File: config.mk
export PLATFORM = sky130hd
export DESIGN_NAME = game_ctrl
export DESIGN_NICKNAME = d
export VERILOG_FILES = /design/src/rtl/game_ctrl.sv
export SDC_FILE = /design/constraint.sdc
export NUM_CORES = 1
export LEC_CHECK = 0
export ABC_AREA = 1
export CORE_ASPECT_RATIO = 0.7
export CORE_MARGIN = 4
export CORE_UTILIZATION = 25
export CTS_BUF_LIST = sky130_fd_sc_hd__clkbuf_4 sky130_fd_sc_hd__clkbuf_8
export DETAILED_ROUTE_END_ITERATION = 10
export MAX_ROUTING_LAYER = met4
export PLACE_DENSITY_LB_ADDON = 0.3
export SYNTH_ARGS = -nofsm -noshare
export SYNTH_HDL_FRONTEND = slang
export SYNTH_SLANG_ARGS = --single-unit
File: constraint.sdc
create_clock -name clk -period 3.4 [get_ports clk]
set_clock_uncertainty 0.1 [all_clocks]
set_input_delay 0.68 -clock clk [delete_from_list [all_inputs] [get_ports clk]]
set_output_delay 0.68 -clock clk [all_outputs]
set_load 0.02 [all_outputs]
File: src/rtl/game_ctrl.sv
// Two-player light-cycle game controller: clears the 64x48 tile map, places both players,
// then advances both heads one tile per tick, checking the map for collisions first.
//
// state  | meaning
// IDLE   | waiting for start_btn, mode=START
// CLEAR  | raster-writes FRAME border / EMPTY interior, one tile per cycle
// PLACE1 | writes PLAYER1 at its start tile
// PLACE2 | writes PLAYER2 at its start tile
// RUN    | game running, waiting for tick
// RD1    | reading the tile in front of player 1
// RD2    | reading the tile in front of player 2, capturing tile 1
// CHK    | capturing tile 2 and deciding crash / move
// WR1    | writing PLAYER1 at its new head
// WR2    | writing PLAYER2 at its new head
// WIN    | game over with a winner, waiting for start_btn
module game_ctrl #(
    parameter int P1_START_X = 16,
    parameter int P1_START_Y = 24,
    parameter int P2_START_X = 47,
    parameter int P2_START_Y = 24
) (
    input  logic       clk,
    input  logic       rst,
    input  logic       tick,
    input  logic       start_btn,
    input  logic [2:0] dir1,
    input  logic [2:0] dir2,
    output logic [5:0] map_x,
    output logic [5:0] map_y,
    output logic       map_we,
    output logic [1:0] map_wdata,
    input  logic [1:0] map_rdata,
    output logic [1:0] mode,
    output logic       busy
);

    typedef enum logic [3:0] {
        S_IDLE, S_CLEAR, S_PLACE1, S_PLACE2, S_RUN,
        S_RD1, S_RD2, S_CHK, S_WR1, S_WR2, S_WIN
    } state_t;

    localparam logic [2:0] D_WAIT  = 3'd0;
    localparam logic [2:0] D_RIGHT = 3'd1;
    localparam logic [2:0] D_LEFT  = 3'd2;
    localparam logic [2:0] D_UP    = 3'd3;
    localparam logic [2:0] D_DOWN  = 3'd4;

    localparam logic [1:0] T_EMPTY   = 2'd0;
    localparam logic [1:0] T_PLAYER1 = 2'd1;
    localparam logic [1:0] T_PLAYER2 = 2'd2;
    localparam logic [1:0] T_FRAME   = 2'd3;

    localparam logic [1:0] M_START   = 2'd0;
    localparam logic [1:0] M_GAME    = 2'd1;
    localparam logic [1:0] M_P1_WIN  = 2'd2;
    localparam logic [1:0] M_P2_WIN  = 2'd3;

    // Positions are packed {y, x} so they drop straight onto the map address port.
    localparam logic [11:0] P1_POS = {6'(P1_START_Y), 6'(P1_START_X)};
    localparam logic [11:0] P2_POS = {6'(P2_START_Y), 6'(P2_START_X)};

    function automatic logic [2:0] steer(input logic [2:0] req, input logic [2:0] cur);
        logic [2:0] opp;
        case (cur)
            D_RIGHT: opp = D_LEFT;
            D_LEFT:  opp = D_RIGHT;
            D_UP:    opp = D_DOWN;
            D_DOWN:  opp = D_UP;
            default: opp = D_WAIT;
        endcase
        if (req == D_WAIT || req == opp || req > D_DOWN)
            steer = cur;
        else
            steer = req;
    endfunction

    function automatic logic [11:0] step(input logic [11:0] pos, input logic [2:0] hd);
        logic [5:0] x;
        logic [5:0] y;
        {y, x} = pos;
        case (hd)
            D_RIGHT: x = x + 6'd1;
            D_LEFT:  x = x - 6'd1;
            D_UP:    y = y - 6'd1;
            D_DOWN:  y = y + 6'd1;
            default: ;
        endcase
        step = {y, x};
    endfunction

    function automatic logic [1:0] clear_tile(input logic [5:0] x, input logic [5:0] y);
        clear_tile = (x == 6'd0 || x == 6'd63 || y == 6'd0 || y == 6'd47) ? T_FRAME : T_EMPTY;
    endfunction

    state_t      state;
    logic [11:0] head1, head2;
    logic [2:0]  heading1, heading2;
    logic [1:0]  tile1;

    logic [2:0]  h1_req, h2_req;
    logic [11:0] n1_req, next1, next2;
    logic [5:0]  clr_x, clr_y;
    logic        crash1, crash2;

    always_comb begin
        h1_req = steer(dir1, heading1);
        h2_req = steer(dir2, heading2);
        n1_req = step(head1, h1_req);
        next1  = step(head1, heading1);
        next2  = step(head2, heading2);
        clr_x  = (map_x == 6'd63) ? 6'd0 : map_x + 6'd1;
        clr_y  = (map_x == 6'd63) ? map_y + 6'd1 : map_y;
        // tile2 is consumed straight off the read port in CHK
        crash1 = (tile1 != T_EMPTY) || (next1 == next2);
        crash2 = (map_rdata != T_EMPTY) || (next1 == next2);
    end

    always_ff @(posedge clk or posedge rst) begin
        if (rst) begin
            state     <= S_IDLE;
            mode      <= M_START;
            busy      <= 1'b0;
            map_we    <= 1'b0;
            map_x     <= 6'd0;
            map_y     <= 6'd0;
            map_wdata <= T_EMPTY;
            heading1  <= D_WAIT;
            heading2  <= D_WAIT;
            head1     <= 12'd0;
            head2     <= 12'd0;
            tile1     <= T_EMPTY;
        end else begin
            case (state)
                S_IDLE, S_WIN: begin
                    if (start_btn) begin
                        state     <= S_CLEAR;
                        mode      <= M_START;
                        busy      <= 1'b1;
                        map_we    <= 1'b1;
                        map_x     <= 6'd0;
                        map_y     <= 6'd0;
                        map_wdata <= T_FRAME;
                    end
                end
                S_CLEAR: begin
                    if (map_x == 6'd63 && map_y == 6'd47) begin
                        state          <= S_PLACE1;
                        {map_y, map_x} <= P1_POS;
                        map_wdata      <= T_PLAYER1;
                    end else begin
                        map_x     <= clr_x;
                        map_y     <= clr_y;
                        map_wdata <= clear_tile(clr_x, clr_y);
                    end
                end
                S_PLACE1: begin
                    state          <= S_PLACE2;
                    head1          <= P1_POS;
                    heading1       <= D_RIGHT;
                    {map_y, map_x} <= P2_POS;
                    map_wdata      <= T_PLAYER2;
                end
                S_PLACE2: begin
                    state     <= S_RUN;
                    head2     <= P2_POS;
                    heading2  <= D_LEFT;
                    map_we    <= 1'b0;
                    map_wdata <= T_EMPTY;
                    mode      <= M_GAME;
                    busy      <= 1'b0;
                end
                S_RUN: begin
                    if (tick) begin
                        state          <= S_RD1;
                        heading1       <= h1_req;
                        heading2       <= h2_req;
                        {map_y, map_x} <= n1_req;
                        busy           <= 1'b1;
                    end
                end
                S_RD1: begin
                    state          <= S_RD2;
                    {map_y, map_x} <= next2;
                end
                S_RD2: begin
                    state <= S_CHK;
                    tile1 <= map_rdata;
                end
                S_CHK: begin
                    if (!crash1 && !crash2) begin
                        state          <= S_WR1;
                        {map_y, map_x} <= next1;
                        map_we         <= 1'b1;
                        map_wdata      <= T_PLAYER1;
                    end else begin
                        busy <= 1'b0;
                        if (crash1 && crash2) begin
                            state <= S_IDLE;
                            mode  <= M_START;
                        end else begin
                            state <= S_WIN;
                            mode  <= crash1 ? M_P2_WIN : M_P1_WIN;
                        end
                    end
                end
                S_WR1: begin
                    state          <= S_WR2;
                    head1          <= next1;
                    {map_y, map_x} <= next2;
                    map_wdata      <= T_PLAYER2;
                end
                S_WR2: begin
                    state     <= S_RUN;
                    head2     <= next2;
                    map_we    <= 1'b0;
                    map_wdata <= T_EMPTY;
                    busy      <= 1'b0;
                end
                default: begin
                    state  <= S_IDLE;
                    map_we <= 1'b0;
                    busy   <= 1'b0;
                end
            endcase
        end
    end

endmodule

* Word level (Yosys, flattened, before mapping) *
Cells that the tools add are included.

word-level totals
  register bits after elaboration = 54
  bits of input ports = 12
  word-level logic and storage cells = 152
  output and inout port bits = 18

operators by class
  bitwise operators = 2
  reductions and logical operators = 42
  multiplexer cells = 49
  $add $sub $neg = 10
  order comparisons = 2
  equality and inequality tests = 35

operator list
  cell                 count
  $pmux 6 s2           6
  $pmux 6 s6           2
  $mux 6               9
  $pmux 12 s2          2
  $add 6x1->6 const B  6
  $pmux 4 s9           1
  $eq 6x6->1 const B   4
  $pmux 3 s4           2
  $sub 6x1->6 const B  4
  $mux 4               5
  $eq 3x2->1 const B   6
  $eq 4x3->1 const B   4
  $reduce_and 3->1     5
  $mux 2               7
  $eq 12x12->1         1
  $eq 4x4->1 const B   3
  $logic_not 6->1      2
  $mux 3               4
  $ne 2x2->1 const B   6
  $pmux 3 s2           2
  $reduce_bool 2->1    6
  $pmux 2 s5           1
  $eq 3x1->1 const B   3
  $eq 3x3->1 const B   3
  22 further kinds     46

* Depth between registers and ports, before layout *
Gate-level depths: netlist (run 1).

  word-level depth = 10
  depth in mapped cells = 26
  mapped depth without buffers = 25

* Worst setup path after synthesis (run 1) *
Ideal clock, no wire load.

  path type = reg2reg
  start = register heading2[0]
  end = register map_x[2]
  setup slack = 131 ps
  period minus slack after synthesis = 3269 ps
  cell stages (with the launch flop) = 26
  library setup time = 66 ps
  data arrival time = 3103 ps
  path buffers = 1
  data required time = 3234 ps
  cells stage by stage = dfrtp_1 > inv_1 > nand3_1 > inv_1 > ha_1 > nand3_1 > nand3_1 > nand2_1 > nand2_1 > a21oi_1 > nor2_1 > o21ai_0 > nand2_1 > nand2_1 > nand2_1 > nor2_1 > nand3_1 > nor2_1 > nor2_1 > ha_1 > nor2_1 > nor2_1 > nand2_1 > clkbuf_1 > nand2_1 > nand2_1

between the ends
  cells in the longest elaborated chain, start to end = 8
  elaborated cells between the ends (all ways) = 15
  those cells by class = 6 x eq/ne; 3 x mux; 6 x reduce/logical

RTL lines
  what                                        line      source
  start: declaration                          97        logic [2:0] heading1, heading2;
  start signal: assignment                    176       heading2 <= h2_req;
  $eq 3x2->1, or another cell as far along    81        case (hd)
  $pmux 6 s2                                  81
  $eq 12x12->1                                114, 115
  $logic_or 1x1->1, on equally long branches  114, 115
  $logic_not 1->1                             190       if (!crash1 && !crash2) begin
  $logic_and 1x1->1                           190
  $ne 2x2->1 (no source line)                 n/a
  $reduce_and 4->1 (no source line)           n/a
  end signal: assignment                      183       {map_y, map_x} <= next2;
  end signal: assignment                      192       {map_y, map_x} <= next1;
  end signal: assignment                      209       {map_y, map_x} <= next2;
  end: declaration                            28        output logic [5:0] map_x,

Parallel ways exist; a longest one is shown, timed or not.
A chain may end at the register's enable or synchronous reset.

* Worst setup path in the final report (run 1) *
  start = register heading2[1]
  end = register map_y[2]

between the ends
  cells in the longest elaborated chain, start to end = 8
  elaborated cells between the ends (all ways) = 15
  those cells by class = 6 x eq/ne; 3 x mux; 6 x reduce/logical

RTL lines
  what                                        line      source
  $eq 3x2->1, or another cell as far along    81
  $pmux 6 s2                                  81
  $eq 12x12->1                                114, 115
  $logic_or 1x1->1, on equally long branches  114, 115
  $logic_not 1->1                             190
  $logic_and 1x1->1                           190
  $ne 2x2->1 (no source line)                 n/a
  $reduce_and 4->1 (no source line)           n/a
  end signal: assignment                      183
  end signal: assignment                      192
  end signal: assignment                      209
  end: declaration                            29        output logic [5:0] map_y,

Parallel ways exist; a longest one is shown, timed or not.

==> key figures, run 1 <==
Yosys
  – Largest area contributor in the synthesized netlist: dfrtp_1
  – Post-Synth Adder-Cell Area: under 10%
  – Synth Cell Area: slightly below 0.005 mm2
  – Yosys cell types: 51
  – Synth Instances: between 700 and 800
  – Post-synthesis mux area share: less than 1%
  – Post-Synth XOR/XNOR Area: roughly 7.2%
  – Ys Warns: 0
  – Largest family of logic cells by synthesized area: simple AND/OR/NAND/NOR gates
  – Synth Area in Simple Gates: 37.4%
  – Compound-Gate Fraction of Synth Area: 12.6%
  – Asr flop ratio synth: between 90% and 100%
  – Synthesis-stage register bit count: between 50 and 60
  – Avg Cell Area, Syn: roughly 6.9 um2
  – EDFF count, synth: 0
  – Syn Nets: 737
  – Post-synth top area share: between 20% and 30%
  – Synth top area cells: dfrtp_1 28%, nand2_1 14%, nand3_1 7.7%, inv_1 6.5%, xor2_1 6.2%
  – Top FF cell, synth: dfrtp_1
  – Sequential area share after synthesis: between 20 and 30%

Worst setup path
  – Worst-path fanout max: 7
  – Worst-path cell chain: nor2_1 -> nand2_2 -> ha_4 -> buf_6 -> inv_2 -> nor2_4 -> o21ai_2 -> nand3_1 -> nand2_1 -> o22ai_2 -> xor2_1 -> nand3_1 -> nor2_2 -> inv_1 -> nor2_2 -> nor2_1 -> ha_2 -> nor2_2 -> nor2_1 -> nand2_2 -> clkinvlp_4 -> nand2_1 -> nand2_1
  – CP bufs+invs: 4
  – Critical path data required time: ~3500 ps
  – CP delay by family, top: simple AND/OR/NAND/NOR gates
  – Crit end category: register
  – Setup CP Type: reg2reg
  – CP Data Arrival Time: 3560 ps
  – CP peak stage delay: 430 ps
  – Startpoint class of the critical path: register
  – Slowest cell on crit path: dfrtp_1

Routing
  – # DRC: 0
  – Post-route antenna net violation count: 0
  – Vias per cell: ~4.7
  – Starting DRT DRC Count: ~420
  – Total number of vias: between 4,000 and 5,000
  – WL per Instance: 14.9 um
  – DR pass1 iterations: 5
  – Routed Wire Length: 15.6 mm

STA
  – RSZ-0062 raised after global routing: yes
  – Final Hold Viols: 0
  – Min Clock Period, post-route: around 3400 ps
  – Worst-margin pin slew: 631 ps
  – Relative slew margins: around 58%
  – TNS Setup: -95.7 ps
  – Minimum hold slack: 386 ps
  – # setup viols final: 6
  – Slew Limit Fails: 0
  – PnR worst setup slack: -32.8 ps
  – Fmax: about 290 MHz
  – Final Cycle Share: 101%

Final layout
  – Number of antenna diodes: 0
  – Final core utilization: 32.2%
  – Most frequent cells in the layout: 159 x nand2_1, 79 x inv_1, 70 x nand3_1
  – Area Growth Syn to Fin: 26.2%
  – Filler instances: just over 2,000
  – Share of cells above drive strength 1: about a fifth
  – Layout Nets: 813
  – Most common cell after layout, fill and taps aside: nand2_1
  – Fin area: 0.00610 mm2

Clock network
  – CTS Buffer Depth: 2
  – CTS root buffer: clkbuf_8
  – Sink Count: 54
  – Num CTS Buffers: 5
  – Worst skew pair latency: approximately 320 ps
  – CTS tree: yes
  – Hold buffers post-CTS: 0
  – H-tree depth: 2
  – Worst-path clk slew: 110 ps

Floorplan
  – Starting Density: about a quarter
  – Row count: 42
  – CORE AREA: ~0.019 mm2
  – # IOs: 30
  – Die H: about 120 um
  – Die ar.: 0.0217 mm2
  – Die Span X: around 170 um

Status
  – Failing checks: setup timing
  – Status: finished, violations left

GRT
  – Largest net degree at the start of global routing: 30
  – First-pass GRT wire length: between 20 and 25 mm
  – Total grt overflow: 0
  – Number of global-route vias before repair: ~4,500
  – GRT Resource Usage Total: about 14%
  – Initial antenna violation count: 0

Placed design
  – Hpwl dp: ~12 mm
  – Buffers added on ports: 29
  – Placement Cell Area: roughly 0.0057 mm2
  – GPL Wtd Cong: between 0.9 and 1
  – Dpl ws: -129 ps

Power
  – Worst vdd ir: around 350 uV
  – PwrDens: 1080 mW/mm2
  – P_leak: between 2 and 3 nW

Run
  – Max-Cap Viols: 0

Worst hold path
  – Tightest Hold Check Type: reg2reg
-- Yosys cell counts, types with 3 or more instances --
cell type and number:
nand3b_1 3, ha_1 19, nand3_2 5, nor2_2 4, clkbuf_1 5, a22oi_1 3
a21oi_1 21, xor2_1 34, xnor2_1 6, o21ai_1 4, dfrtp_1 54, nand2_1 174
o22ai_1 20, or2_2 4, o211ai_1 4, a221oi_1 3, o21ai_0 37, nand3_4 6
inv_2 11, nand2_2 8, nand3_1 74, nor2_1 65, nand2_4 4, inv_1 84
nor3_1 4, nand4_1 13, buf_2 3
-- final cells by class --
type	instances	area, um2	share of cell area, %
clock buffer	6	82.6	1.35
clock inverter	2	12.5	0.205
inverter	99	379	6.22
multi-input combinational	543	3270	53.5
sequential	54	1350	22.2
tap	264	330	5.42
timing repair buffer	76	671	11.0
timing repair inverter	1	7.51	0.123
-- state kept, by name, indices dropped and copies added (netlist names) --
register and count:
heading1 3, map_y 6, map_wdata 2, map_x 6
state 4, head1 12, tile1 2, mode 2
map_we 1, head2 12, busy 1, heading2 3
-- cells by family after synthesis --
kind of cell,after synthesis
muxes,3
buffers and inverters,107
adders and majority gates,21
DFF,54
xor gates and xnor gates,40
and+or+nand+nor,376
AOI/OAI and AO/OA,103
-- path summary, 6_finish.rpt --
check | start | endpoint | slack [ps] | depth (start not counted)
min in group asynchronous | rst | map_we$_DFFE_PP0P_ | 650 | 2
hold / removal | tile1[1]$_DFFE_PP0P_ | tile1[1]$_DFFE_PP0P_ | 390 | 2
max in group asynchronous | rst | head1[11]$_DFFE_PP0P_ | 1940 | 3
setup reg to reg | heading2[1]$_DFFE_PP0P_ | map_y[2]$_DFFE_PP0P_ | -30 | 23
setup / recovery | heading2[1]$_DFFE_PP0P_ | map_y[2]$_DFFE_PP0P_ | -30 | 23
hold reg to reg | tile1[1]$_DFFE_PP0P_ | tile1[1]$_DFFE_PP0P_ | 390 | 2
-- worst register-to-register path, stage by stage, from the launching register on --
cell	delay (ps)
dfrtp_1	430
nor2_1	140
nand2_2	150
ha_4	330
buf_6	100
inv_2	30
nor2_4	100
o21ai_2	80
nand3_1	90
nand2_1	70
o22ai_2	150
xor2_1	170
nand3_1	100
nor2_2	140
inv_1	60
nor2_2	130
nor2_1	70
ha_2	190
nor2_2	120
nor2_1	60
nand2_2	130
clkinvlp_4	210
nand2_1	130
nand2_1	50
-- metal layers --
layer	wire length [um]	part of all wire [%]	GRT usage (%)	vias to the layer above
met1	8300	53	22.8	2294
met5	0	0	-	-
li1	-	-	-	2473
met4	98	0.63	1.81	0
met2	6060	39	18.7	159
met3	1160	7.4	3.19	10
-- metrics by stage --
stage                     total power, mW  cells
after floorplan                      3.96    704
after global placement               5.63   1031
after detailed placement             5.60   1031
after CTS                            6.19   1042
after global routing                 7.21   1045
final                                6.59   1045
-- power breakdown --
group          switching (mW)  internal (mW)  total [mW]  leakage [nW]
combinational            3.07           1.99        5.06          2.13
clock                   0.242          0.165       0.407        0.0472
sequential              0.250          0.876        1.13         0.669
-- repair_timing --
item,4_1_cts,5_1_grt
endpoints found under the setup margin,16,19
pin swaps,7,31
setup buffers,2,5
cloned,1,0
resized for setup,14,45
(Power assumes the default switching activity.)
==> run 2: changes to the inputs <==
--- a/config.mk
+++ b/config.mk
@@ -13,6 +13,7 @@
 export DETAILED_ROUTE_END_ITERATION = 10
 export MAX_ROUTING_LAYER = met4
 export PLACE_DENSITY_LB_ADDON = 0.3
+export REMOVE_ABC_BUFFERS = 1
 export SYNTH_ARGS = -nofsm -noshare
 export SYNTH_HDL_FRONTEND = slang
 export SYNTH_SLANG_ARGS = --single-unit
==> key figures, run 2 (synthesis gave the netlist of run 1 again) <==
Worst setup path
  – R2r setup slk: a little over 90 ps
  – FF-to-FF path depth: 19
  – CP peak stage delay: approximately 430 ps
  – Critical path data required time: 3520 ps
  – Worst-path cell chain: inv_2 -> nand3_2 -> inv_2 -> buf_4 -> fa_2 -> mux2i_2 -> xor2_1 -> nand2_1 -> nor3_4 -> nand3_2 -> nor2_4 -> nor2_2 -> ha_4 -> nor2_4 -> nor2_2 -> nand2_2 -> clkinvlp_4 -> nand2_1 -> o21ai_1
  – Crit end category: register
  – Reg2reg end: map_x[0]$_DFFE_PP0P_
  – CP bufs+invs: 4
  – Startpoint class of the critical path: register
  – Slowest cell on crit path: dfrtp_1
  – Setup CP Type: reg2reg
  – Worst r2r src: heading2[0]$_DFFE_PP0P_
  – Worst-path fanout max: 7
  – CP Data Arrival Time: around 3400 ps
  – CP delay by family, top: simple AND/OR/NAND/NOR gates

Floorplan
  – Die H: ~120 um
  – # IOs: 30
  – Die ar.: approximately 0.022 mm2
  – Row count: 42
  – CORE AREA: about 0.019 mm2
  – Starting Density: roughly 25%
  – Die Span X: ~170 um

Final layout
  – Post-route insts no fill: approximately 1,000
  – Most common cell after layout, fill and taps aside: nand2_1
  – Final core utilization: between 30 and 40%
  – Layout Nets: between 800 and 900
  – Most frequent cells in the layout: 168 x nand2_1, 78 x inv_1, 68 x nand3_1
  – Area Growth Syn to Fin: 26.0%
  – Number of antenna diodes: 0
  – Share of cells above drive strength 1: around a fifth
  – Top Registers: head1: 12 flops, head2: 12 flops

Power
  – Total power: approximately 6.5 mW
  – Worst vdd ir: around 350 uV
  – PwrDens: about 1100 mW/mm2
  – P_leak: ~2.9 nW

Worst hold path
  – Tightest Hold Check Type: reg2reg
  – Hold Crit Start: tile1[1]$_DFFE_PP0P_
  – Hold Crit Endpoint: tile1[1]$_DFFE_PP0P_
  – Worst Hold Path Cells: 2

Clock network
  – Worst skew pair latency: around 330 ps
  – H-tree depth: 2
  – CTS Buffer Depth: 2
  – CTS root buffer: clkbuf_8
  – CTS tree: yes
  – Worst-path clk slew: roughly 120 ps
  – Hold buffers post-CTS: 0
  – Sink Count: 54
  – Num CTS Buffers: 5

GRT
  – Largest net degree at the start of global routing: 27
  – Initial antenna violation count: 0
  – Number of global-route vias before repair: ~4,600
  – GRT Resource Usage Total: between 10 and 15%
  – Total grt overflow: 0
  – First-pass GRT wire length: roughly 25 mm

Routing
  – Routed Wire Length: 15.5 mm
  – WL per Instance: approximately 15 um
  – Vias per cell: roughly 4.8
  – Total number of vias: slightly below 5,000
  – DR pass1 iterations: 5
  – Post-route antenna net violation count: 0
  – # DRC: 0
  – Starting DRT DRC Count: 427

Placed design
  – Placed cell count: around 1,000
  – Hpwl dp: 12.2 mm
  – Buffers added on ports: 29
  – GPL Wtd Cong: approximately 0.9

STA
  – Worst-margin pin slew: between 500 and 600 ps
  – Final Hold Viols: 0
  – Slew Limit Fails: 0
  – Minimum hold slack: around 390 ps
  – RSZ-0062 raised after global routing: yes
  – Relative slew margins: between 50% and 60%
  – # setup viols final: 0
  – Min Clock Period, post-route: around 3300 ps
  – Final Cycle Share: between 90% and 100%
  – Fmax: between 300 and 400 MHz
  – TNS Setup: 0 ps

Run
  – Max-Cap Viols: 0

Status
  – Status: completed
[run 2: report_power, final]
group | internal, mW | switching, mW | total (mW)
combinational | 1.92 | 3.03 | 4.95
clock | 0.217 | 0.237 | 0.455
sequential | 0.876 | 0.264 | 1.14
total | 3.01 | 3.53 | 6.54
[run 2: per-layer routing]
metal / routed length, um / track usage, % / up-vias
met5: 0 / - / -
met4: 121 / 1.91 / 0
met3: 1190 / 3.34 / 15
met2: 6000 / 18.5 / 176
met1: 8160 / 22.8 / 2302
li1: - / - / 2479
[run 2: per-stage QoR]
| step | instance area, um2 | setup WS (ps) |
|---|---|---|
| 2_1_floorplan | 4800 | -29.4 |
| 3_3_place_gp | 5700 | -68.7 |
| 3_5_place_dp | 5700 | -72.7 |
| 4_1_cts | 5850 | 8.67 |
| 5_1_grt | 6090 | -119 |
| 6_report | 6090 | 93.4 |
[run 2: timing repair]
item                                   in CTS  in global routing
setup endpoints to repair                  13                 19
buffers inserted                            1                  7
endpoints found under the hold margin       0                  0
gates resized for setup                    10                 49
cloned                                      1                  0
pin swaps                                   2                 33
[run 2: worst max-delay path by stage]
stage,from,to,slack [ps],depth (start not counted)
floorplan,heading2[0]$_DFFE_PP0P_,map_x[0]$_DFFE_PP0P_,-30,25
global placement,heading2[0]$_DFFE_PP0P_,map_x[0]$_DFFE_PP0P_,-70,24
detailed placement,heading2[0]$_DFFE_PP0P_,map_x[0]$_DFFE_PP0P_,-70,22
CTS,heading2[0]$_DFFE_PP0P_,map_x[5]$_DFFE_PP0P_,9,19
global route,heading2[0]$_DFFE_PP0P_,map_x[3]$_DFFE_PP0P_,-120,25
finish,heading2[0]$_DFFE_PP0P_,map_x[0]$_DFFE_PP0P_,90,19
[run 2: final cells by class]
| cell class | instances | area (um2) |
|---|---|---|
| Sequential cell | 54 | 1350 |
| Clock inverter | 2 | 38.8 |
| Timing Repair inverter | 1 | 7.51 |
| Inverter | 99 | 379 |
| Tap cell | 264 | 330 |
| Fill cell | 2039 | 12900 |
| Clock buffer | 5 | 68.8 |
| Timing Repair Buffer | 74 | 632 |
| Multi-Input combinational cell | 543 | 3280 |
[run 2: worst min-delay path: cells and delay by family, from the launching register on]
kind / cells / cell delay [ps]
simple gates: 2 / 90
flops: 1 / 360
